File: config.mk
export PLATFORM = sky130hd
export DESIGN_NAME = dm_ctrl
export DESIGN_NICKNAME = d
export VERILOG_FILES = /design/src/rtl/dm_ctrl.sv
export SDC_FILE = /design/constraint.sdc
export NUM_CORES = 1
export LEC_CHECK = 0
export CORE_MARGIN = 2
export CORE_UTILIZATION = 45
export CTS_BUF_LIST = sky130_fd_sc_hd__clkbuf_16
export DETAILED_ROUTE_END_ITERATION = 6
export HOLD_SLACK_MARGIN = 0.08
export PLACE_DENSITY = 0.85
export SYNTH_ARGS = -nofsm -noshare
export SYNTH_HDL_FRONTEND = slang
export SYNTH_SLANG_ARGS = --single-unit
File: constraint.sdc
create_clock -name clk -period 4.3 [get_ports clk]
set_clock_uncertainty 0.1 [all_clocks]
set_input_delay 1.29 -clock clk [delete_from_list [all_inputs] [get_ports clk]]
set_output_delay 1.29 -clock clk [all_outputs]
set_load 0.005 [all_outputs]
File: src/rtl/dm_ctrl.sv
// Initiator-side controller for the data memory: sequences single-word stores and
// 1..4 beat wrapping burst loads, returning one registered response beat per word.
module dm_ctrl #(
    parameter int DATA_WIDTH       = 16,
    parameter int DM_ADDRESS_WIDTH = 6,
    parameter int DM_DEPTH         = 64,
    parameter int LEN_WIDTH        = 2
) (
    input  logic                        clk,
    input  logic                        rst,
    input  logic                        req_valid,
    output logic                        req_ready,
    input  logic                        req_we,
    input  logic [DM_ADDRESS_WIDTH-1:0] req_addr,
    input  logic [DATA_WIDTH-1:0]       req_wdata,
    input  logic [LEN_WIDTH-1:0]        req_len,
    output logic                        resp_valid,
    input  logic                        resp_ready,
    output logic [DATA_WIDTH-1:0]       resp_rdata,
    output logic                        resp_err,
    output logic                        resp_last,
    output logic                        dm_we,
    output logic [DM_ADDRESS_WIDTH-1:0] dm_addr,
    output logic [DATA_WIDTH-1:0]       dm_d,
    input  logic [DATA_WIDTH-1:0]       dm_q
);

    typedef enum logic [2:0] {IDLE, WR, RD_ADDR, RD_CAP, RESP} state_t;

    state_t state, next_state;

    logic [DM_ADDRESS_WIDTH-1:0] addr, addr_nx, addr_inc, dm_addr_nx;
    logic [LEN_WIDTH-1:0]        cnt, cnt_nx;
    logic [DATA_WIDTH-1:0]       resp_rdata_nx, dm_d_nx;
    logic                        req_ready_nx, resp_valid_nx, resp_err_nx, resp_last_nx, dm_we_nx;
    logic                        req_hs, resp_hs, addr_bad;

    assign req_hs   = req_valid & req_ready;
    assign resp_hs  = resp_valid & resp_ready;
    assign addr_bad = 32'(req_addr) >= DM_DEPTH;
    assign addr_inc = (addr == DM_ADDRESS_WIDTH'(DM_DEPTH - 1)) ? '0 : addr + 1'b1;

    always_ff @(posedge clk) begin
        if (rst) state <= IDLE;
        else     state <= next_state;
    end

    always_comb begin
        next_state = state;
        case (state)
            IDLE:    if (req_hs) next_state = addr_bad ? RESP : (req_we ? WR : RD_ADDR);
            WR:      next_state = RESP;
            RD_ADDR: next_state = RD_CAP;
            RD_CAP:  next_state = RESP;
            RESP:    if (resp_hs) next_state = resp_last ? IDLE : RD_ADDR;
            default: next_state = IDLE;
        endcase
    end

    // Outputs are registered, so their next values are decoded from next_state
    // and the transition being taken.
    always_comb begin
        req_ready_nx  = (next_state == IDLE);
        resp_valid_nx = (next_state == RESP);
        dm_we_nx      = (next_state == WR);
        resp_rdata_nx = resp_rdata;
        resp_err_nx   = resp_err;
        resp_last_nx  = resp_last;
        dm_addr_nx    = dm_addr;
        dm_d_nx       = dm_d;
        addr_nx       = addr;
        cnt_nx        = cnt;
        case (state)
            IDLE: begin
                if (req_hs) begin
                    addr_nx = req_addr;
                    cnt_nx  = req_len;
                    if (addr_bad) begin
                        resp_err_nx   = 1'b1;
                        resp_last_nx  = 1'b1;
                        resp_rdata_nx = '0;
                    end else begin
                        dm_addr_nx = req_addr;
                        if (req_we) dm_d_nx = req_wdata;
                    end
                end
            end
            WR: begin
                resp_err_nx   = 1'b0;
                resp_last_nx  = 1'b1;
                resp_rdata_nx = '0;
            end
            RD_CAP: begin
                resp_err_nx   = 1'b0;
                resp_last_nx  = (cnt == '0);
                resp_rdata_nx = dm_q;
            end
            RESP: begin
                if (resp_hs && !resp_last) begin
                    cnt_nx     = cnt - 1'b1;
                    addr_nx    = addr_inc;
                    dm_addr_nx = addr_inc;
                end
            end
            default: ;
        endcase
    end

    always_ff @(posedge clk) begin
        if (rst) begin
            req_ready  <= 1'b0;
            resp_valid <= 1'b0;
            resp_err   <= 1'b0;
            resp_last  <= 1'b0;
            resp_rdata <= '0;
            dm_we      <= 1'b0;
            dm_addr    <= '0;
            dm_d       <= '0;
            addr       <= '0;
            cnt        <= '0;
        end else begin
            req_ready  <= req_ready_nx;
            resp_valid <= resp_valid_nx;
            resp_err   <= resp_err_nx;
            resp_last  <= resp_last_nx;
            resp_rdata <= resp_rdata_nx;
            dm_we      <= dm_we_nx;
            dm_addr    <= dm_addr_nx;
            dm_d       <= dm_d_nx;
            addr       <= addr_nx;
            cnt        <= cnt_nx;
        end
    end

endmodule
==> impl_metrics.yaml, run 1 <==
sta:
  finalWorstSetupSlack_ns: 1.23
  timing_hold_violations_final: 0
  fin_crit_sh_pct: 71.3
  relSlewSlack_pct: 44.2
  worst_pin_slew_ns: 0.835
  max_freq_mhz: 326
  period_needed_ns: 3.07
  fin_setup_tns_ns: 0
  report.final.slew_viol_count: 0
  finalSetupViolations: 0
  unrepaired_setup_endpoints_after_global_routing: "no"
  whs_ns: 0.350
worst_setup_path:
  timing.rr.start: "state[1]"
  cpLargestDelayFamily: "simple AND/OR/NAND/NOR gates"
  slowest_stage_cell_on_the_critical_path: "sky130_fd_sc_hd__and3_1"
  slowest_delay_ns: 0.73
  cp.required_ns: 4.38
  setup.worst_path.class: "primary input to register"
  critPathLaunchType: "primary input"
  cp_buf_inv_count: 1
  cp_cell_sequence: "clkdlybuf4s50_1 -> nor2b_1 -> and3_1 -> o22ai_1 -> a31o_2"
  worst_ep_arrival_time_ns: 3.14
  worstSetupStartpoint: "req_valid"
  timing.critical_path.to_type: "register"
  crit_fanout: 23
floorplanning:
  floorplan.io_pins: 88
  vert_die_dim_um: 70.3
  rows: 24
  dieWidth_um: 70.3
  initial_utilization_pct: 46.1
  floorplan.die_area_mm2: 0.00494
  core_mm2: 0.00429
route:
  postRouteWirelength_mm: 5.32
  detail_route.first_pass.iterations: 4
  via_per_inst: 5.57
  drtIter0Drc: 138
  route.detailed.wl_per_inst_um: 14.4
  vias: 2062
  remaining_number_of_nets_flagged_by_the_antenna_check_after_routing: 0
  post-route-drc-count: 0
synthesis:
  synth_flop_cell: "sky130_fd_sc_hd__dfxtp_1"
  number_of_enable_flip_flop_cells_after_synthesis: 0
  asyncSetResetFlopFracSynth_pct: 0
  synth_top_cell_by_area: "sky130_fd_sc_hd__dfxtp_1"
  synthTopCellsByArea: "sky130_fd_sc_hd__dfxtp_1, sky130_fd_sc_hd__a21oi_1, sky130_fd_sc_hd__nand3_1"
  cell_types_with_the_highest_counts_after_synthesis: "sky130_fd_sc_hd__dfxtp_1, sky130_fd_sc_hd__nand2_1, sky130_fd_sc_hd__a21oi_1, sky130_fd_sc_hd__nand3_1, sky130_fd_sc_hd__clkbuf_1"
  yosys_warnings: 0
  ys_seq_elements: 47
  synth_fp_nets: 288
  post-synth-top-count-cell: "sky130_fd_sc_hd__dfxtp_1"
  fraction_of_the_yosys_area_taken_by_sequential_cells_pct: 47.6
  synth.cell_area_mm2: 0.00198
  synth.avg_cell_area_um2: 8.21
  yosys.area.top_type_share_pct: 47.6
  syn-instance-count: 241
  synth.lib_cells_used.distinct: 41
clocking:
  cts_sinks: 47
  worst_skew_pair.late_latency_ns: 0.28
  cts_tree: "done"
  clk_pin_slew_ns: 0.06
  clockBufferDepth: 2
  hold_buf_count_cts: 0
  h-tree-depth: 2
  post_cts_resized: 0
  post_cts_setup_driven_buffer_insertion_count: 0
  ctsRootBufferMaster: "sky130_fd_sc_hd__clkbuf_16"
  tritoncts.num_buffers: 5
placed_design:
  hpwlAfterDp_mm: 3.55
  port-buffer-count: 86
  final_gp_congestion: 0.901
  post-place-ws_ns: 0.977
outcome:
  status: "finished clean"
layout:
  antenna-diode-count: 0
  share_of_cells_above_drive_strength_1_pct: 5.03
  finalNetCount: 365
  fillers: 341
  synthToLayoutAreaGrowth_pct: 51.5
grt:
  first_pass_grt_wire_length_mm: 8.56
  grt_max_degree: 24
  grt_overflow: 0
  antenna_violations_before_repair: 0
  global_route_usage_over_all_layers_pct: 21.3
  number_of_global_route_vias_before_repair: 1952
min_path:
  worst_hold_path_type: "register to register"
  worst_hold_startpoint: "resp_rdata[14]"
power_and_ir_drop:
  p_total_mw: 1.09
  cellLeakagePower_nw: 1.03
  power.ir.vdd_worst_mv: 0.222
  total_power_density_per_cell_area_mw_per_mm2: 362
run:
  max-cap-violations: 0
-- cell type report --
class / instances / area, um2 / area share [%]
flip-flops and latches: 47 / 941 / 31.4
inverters: 3 / 11.3 / 0.376
well taps: 52 / 65.1 / 2.17
clock inverters: 2 / 37.5 / 1.25
repair buffers: 89 / 883 / 29.5
clock buffers: 5 / 125 / 4.18
multi-input cells: 172 / 933 / 31.1
-- routing by layer --
metal | vias to the layer above | part of all wire [%] | wire length [um] | track usage, %
met4 | 0 | 1.9 | 100 | 5.98
met5 | - | 0 | 0 | 0
met3 | 15 | 6.6 | 351 | 4.62
met1 | 955 | 42 | 2240 | 25.8
met2 | 91 | 49 | 2630 | 37.7
li1 | 1001 | - | - | -
-- worst min-delay path, cell delays in order, from the launching register on --
cell                      delay (ns)
sky130_fd_sc_hd__dfxtp_1        0.31
sky130_fd_sc_hd__nand2_1        0.05
sky130_fd_sc_hd__a21oi_1        0.05
-- cell usage in the layout (no fill, tap or decap), types with 4 or more instances in the layout --
cell type | synthesis | routed
sky130_fd_sc_hd__clkdlybuf4s50_1 | 0 | 86
sky130_fd_sc_hd__dfxtp_1 | 47 | 47
sky130_fd_sc_hd__nand2_1 | 41 | 41
sky130_fd_sc_hd__nand3_1 | 38 | 38
sky130_fd_sc_hd__a21oi_1 | 38 | 38
sky130_fd_sc_hd__nor2_1 | 7 | 7
sky130_fd_sc_hd__clkbuf_16 | 0 | 5
sky130_fd_sc_hd__o22ai_1 | 4 | 4
-- cells by family after synthesis --
kind of cell	Yosys count	share of synthesized area [%]
flip-flops	47	47.6
buffers and inverters	22	5.25
other	1	0.190
adder cells (fa/ha/maj)	2	1.26
AND/OR/NAND/NOR	111	28.5
AO/OA/AOI/OAI	58	17.3
-- registers in the layout (all words and copies together) (netlist names) --
| signal | cells |
|---|---|
| dm_d | 16 |
| resp_rdata | 16 |
| addr | 6 |
| state | 3 |
| cnt | 2 |
| dm_we | 1 |
| req_ready | 1 |
| resp_last | 1 |
| resp_valid | 1 |
-- report_power, final --
group / switching (mW) / internal [mW]
sequential: 0.0258 / 0.458
combinational: 0.0781 / 0.0975
clock: 0.156 / 0.271
total: 0.260 / 0.826
-- final timing paths --
path / end / slack [ns] / cells after the start
max: addr[4] / 1.23 / 5
min: resp_rdata[14] / 0.35 / 2
max reg2reg: addr[4] / 1.99 / 4
min reg2reg: resp_rdata[14] / 0.35 / 2
-- through the flow --
step | cell area (um2) | util, % | std cells
final | 3000 | 69.8 | 370
after global routing | 3000 | 69.8 | 370
after CTS | 3000 | 69.8 | 370
after detailed placement | 2830 | 66.0 | 363
after global placement | 2830 | 66.0 | 363
after floorplan | 1980 | - | 241
No activity file was read; power rests on OpenSTA's default activity.
==> run 2, diff against run 1 <==
--- a/config.mk
+++ b/config.mk
@@ -6,11 +6,11 @@
 export NUM_CORES = 1
 export LEC_CHECK = 0
 export CORE_MARGIN = 2
-export CORE_UTILIZATION = 45
+export CORE_UTILIZATION = 37
 export CTS_BUF_LIST = sky130_fd_sc_hd__clkbuf_16
 export DETAILED_ROUTE_END_ITERATION = 6
 export HOLD_SLACK_MARGIN = 0.08
-export PLACE_DENSITY = 0.85
+export PLACE_DENSITY = 0.75
 export SYNTH_ARGS = -nofsm -noshare
 export SYNTH_HDL_FRONTEND = slang
 export SYNTH_SLANG_ARGS = --single-unit
==> constraint.sdc (replaced) <==
create_clock -name clk -period 2.51 [get_ports clk]
set_clock_uncertainty 0.1 [all_clocks]
set_input_delay 0.753 -clock clk [delete_from_list [all_inputs] [get_ports clk]]
set_output_delay 0.753 -clock clk [all_outputs]
set_load 0.005 [all_outputs]
==> run 2 against run 1 <==
  * Non-clock buffer count grew 5
  * Critical path depth did not move
  * Worst setup slack lost 0.88 ns
  * Cell count up 6.5%
  * Register-to-register slack lost 1.3 ns
  * Global-route usage shrank 3.8 points
  * Combinational power rose by 82%
  * Worst hold slack about the same
  * Critical path type unchanged
  * Critical endpoint is now req_ready
==> impl_metrics.yaml, run 2 (same netlist as run 1, synthesis figures left out) <==
clocking:
  tritoncts.num_buffers: 5
  clk_pin_slew_ns: 0.06
  ctsRootBufferMaster: "sky130_fd_sc_hd__clkbuf_16"
  h-tree-depth: 2
  post_cts_resized: 0
  cts_sinks: 47
  hold_buf_count_cts: 0
  cts_tree: "done"
  clockBufferDepth: 2
  post_cts_setup_driven_buffer_insertion_count: 0
  worst_skew_pair.late_latency_ns: 0.28
worst_setup_path:
  crit_fanout: 8
  worstSetupStartpoint: "req_valid"
  setup.worst_path.class: "primary input to register"
  worst_ep_arrival_time_ns: 2.23
  cp.required_ns: 2.58
  cp-endpoint: "req_ready"
  worstRegToRegCells: 4
  critPathLaunchType: "primary input"
  r2r-end: "addr[5]"
  timing.rr.start: "state[2]"
  timing.critical_path.to_type: "register"
  flop2flop_setup_slack_ns: 0.66
floorplanning:
  floorplan.die_area_mm2: 0.00595
  floorplan.io_pins: 88
  initial_utilization_pct: 38.5
  core_mm2: 0.00514
  vert_die_dim_um: 77.1
  rows: 26
  dieWidth_um: 77.1
power_and_ir_drop:
  power.ir.vdd_worst_mv: 0.427
  cellLeakagePower_nw: 1.06
  total_power_density_per_cell_area_mw_per_mm2: 611
  p_total_mw: 1.87
layout:
  layout.cells.most_common: "sky130_fd_sc_hd__clkdlybuf4s50_1"
  antenna-diode-count: 0
  synthToLayoutAreaGrowth_pct: 54.6
  finalNetCount: 370
  top_regs: "dm_d: 16 flops, resp_rdata: 16 flops, addr: 6 flops"
  share_of_cells_above_drive_strength_1_pct: 6.48
  utilization_pct: 59.5
  fillers: 494
  layout_common_cells: "sky130_fd_sc_hd__clkdlybuf4s50_1, sky130_fd_sc_hd__dfxtp_1, sky130_fd_sc_hd__nand2_1, sky130_fd_sc_hd__nand3_1, sky130_fd_sc_hd__a21oi_1"
placed_design:
  port-buffer-count: 86
  final_gp_congestion: 0.850
  hpwlAfterDp_mm: 3.71
  post-place-ws_ns: 0.0950
sta:
  worst_pin_slew_ns: 0.703
  unrepaired_setup_endpoints_after_global_routing: "no"
  whs_ns: 0.350
  finalWorstSetupSlack_ns: 0.349
  max_freq_mhz: 463
  relSlewSlack_pct: 53.2
  fin_setup_tns_ns: 0
  fin_crit_sh_pct: 86.1
  period_needed_ns: 2.16
  timing_hold_violations_final: 0
  finalSetupViolations: 0
  report.final.slew_viol_count: 0
grt:
  first_pass_grt_wire_length_mm: 8.57
  grt_overflow: 0
  number_of_global_route_vias_before_repair: 1821
  antenna_violations_before_repair: 0
  grt_max_degree: 27
  global_route_usage_over_all_layers_pct: 17.5
route:
  route.detailed.wl_per_inst_um: 13.3
  via_per_inst: 5.11
  vias: 2012
  postRouteWirelength_mm: 5.24
  post-route-drc-count: 0
  drtIter0Drc: 130
  remaining_number_of_nets_flagged_by_the_antenna_check_after_routing: 0
  detail_route.first_pass.iterations: 4
run:
  max-cap-violations: 0
min_path:
  worst_hold_path_type: "register to register"
outcome:
  status: "finished clean"
## run 2: through the flow
| stage | area, um2 | std cells |
|---|---|---|
| floorplan | 1980 | 241 |
| global placement | 2890 | 386 |
| detailed placement | 2890 | 386 |
| CTS | 3060 | 394 |
| global route | 3060 | 394 |
| finish | 3060 | 394 |
## run 2: power by group
group / internal (mW) / leakage, nW / switching, mW
clock: 0.464 / 0.0812 / 0.265
combinational: 0.177 / 0.595 / 0.144
sequential: 0.784 / 0.381 / 0.0346
total: 1.43 / 1.06 / 0.444
## run 2: layout make-up
class	instances	area, um2	share of cell area [%]
sequential	47	941	30.8
multi-input combinational	172	933	30.5
timing repair buffer	94	921	30.1
clock buffer	5	125	4.09
tap	70	87.6	2.86
clock inverter	3	38.8	1.27
inverter	3	11.3	0.368
## run 2: worst min-delay path by stage
stage	startpoint	endpoint	slack, ns	cells past startpoint
4_1_cts	resp_rdata[1]	resp_rdata[1]	0.35	2
3_3_place_gp	resp_rdata[3]	resp_rdata[3]	0.34	2
6_report	resp_rdata[15]	resp_rdata[15]	0.35	2
2_1_floorplan	cnt[1]	cnt[1]	0.34	2
3_5_place_dp	resp_rdata[1]	resp_rdata[1]	0.35	2
5_1_grt	resp_rdata[1]	resp_rdata[1]	0.37	2
## run 2: per-layer routing
metal	share of wire, %	global-route usage [%]	vias to the layer above
met5	0	0	-
met1	46	22.9	919
met3	6.4	4.71	2
li1	-	-	1009
met4	0.76	4.82	0
met2	47	28.2	82
## run 2: worst max-delay path: stages
cell and delay (ns):
sky130_fd_sc_hd__clkdlybuf4s50_1 0.48, sky130_fd_sc_hd__nor2b_1 0.20, sky130_fd_sc_hd__nand3_1 0.27, sky130_fd_sc_hd__o22ai_1 0.30
sky130_fd_sc_hd__and4b_1 0.22
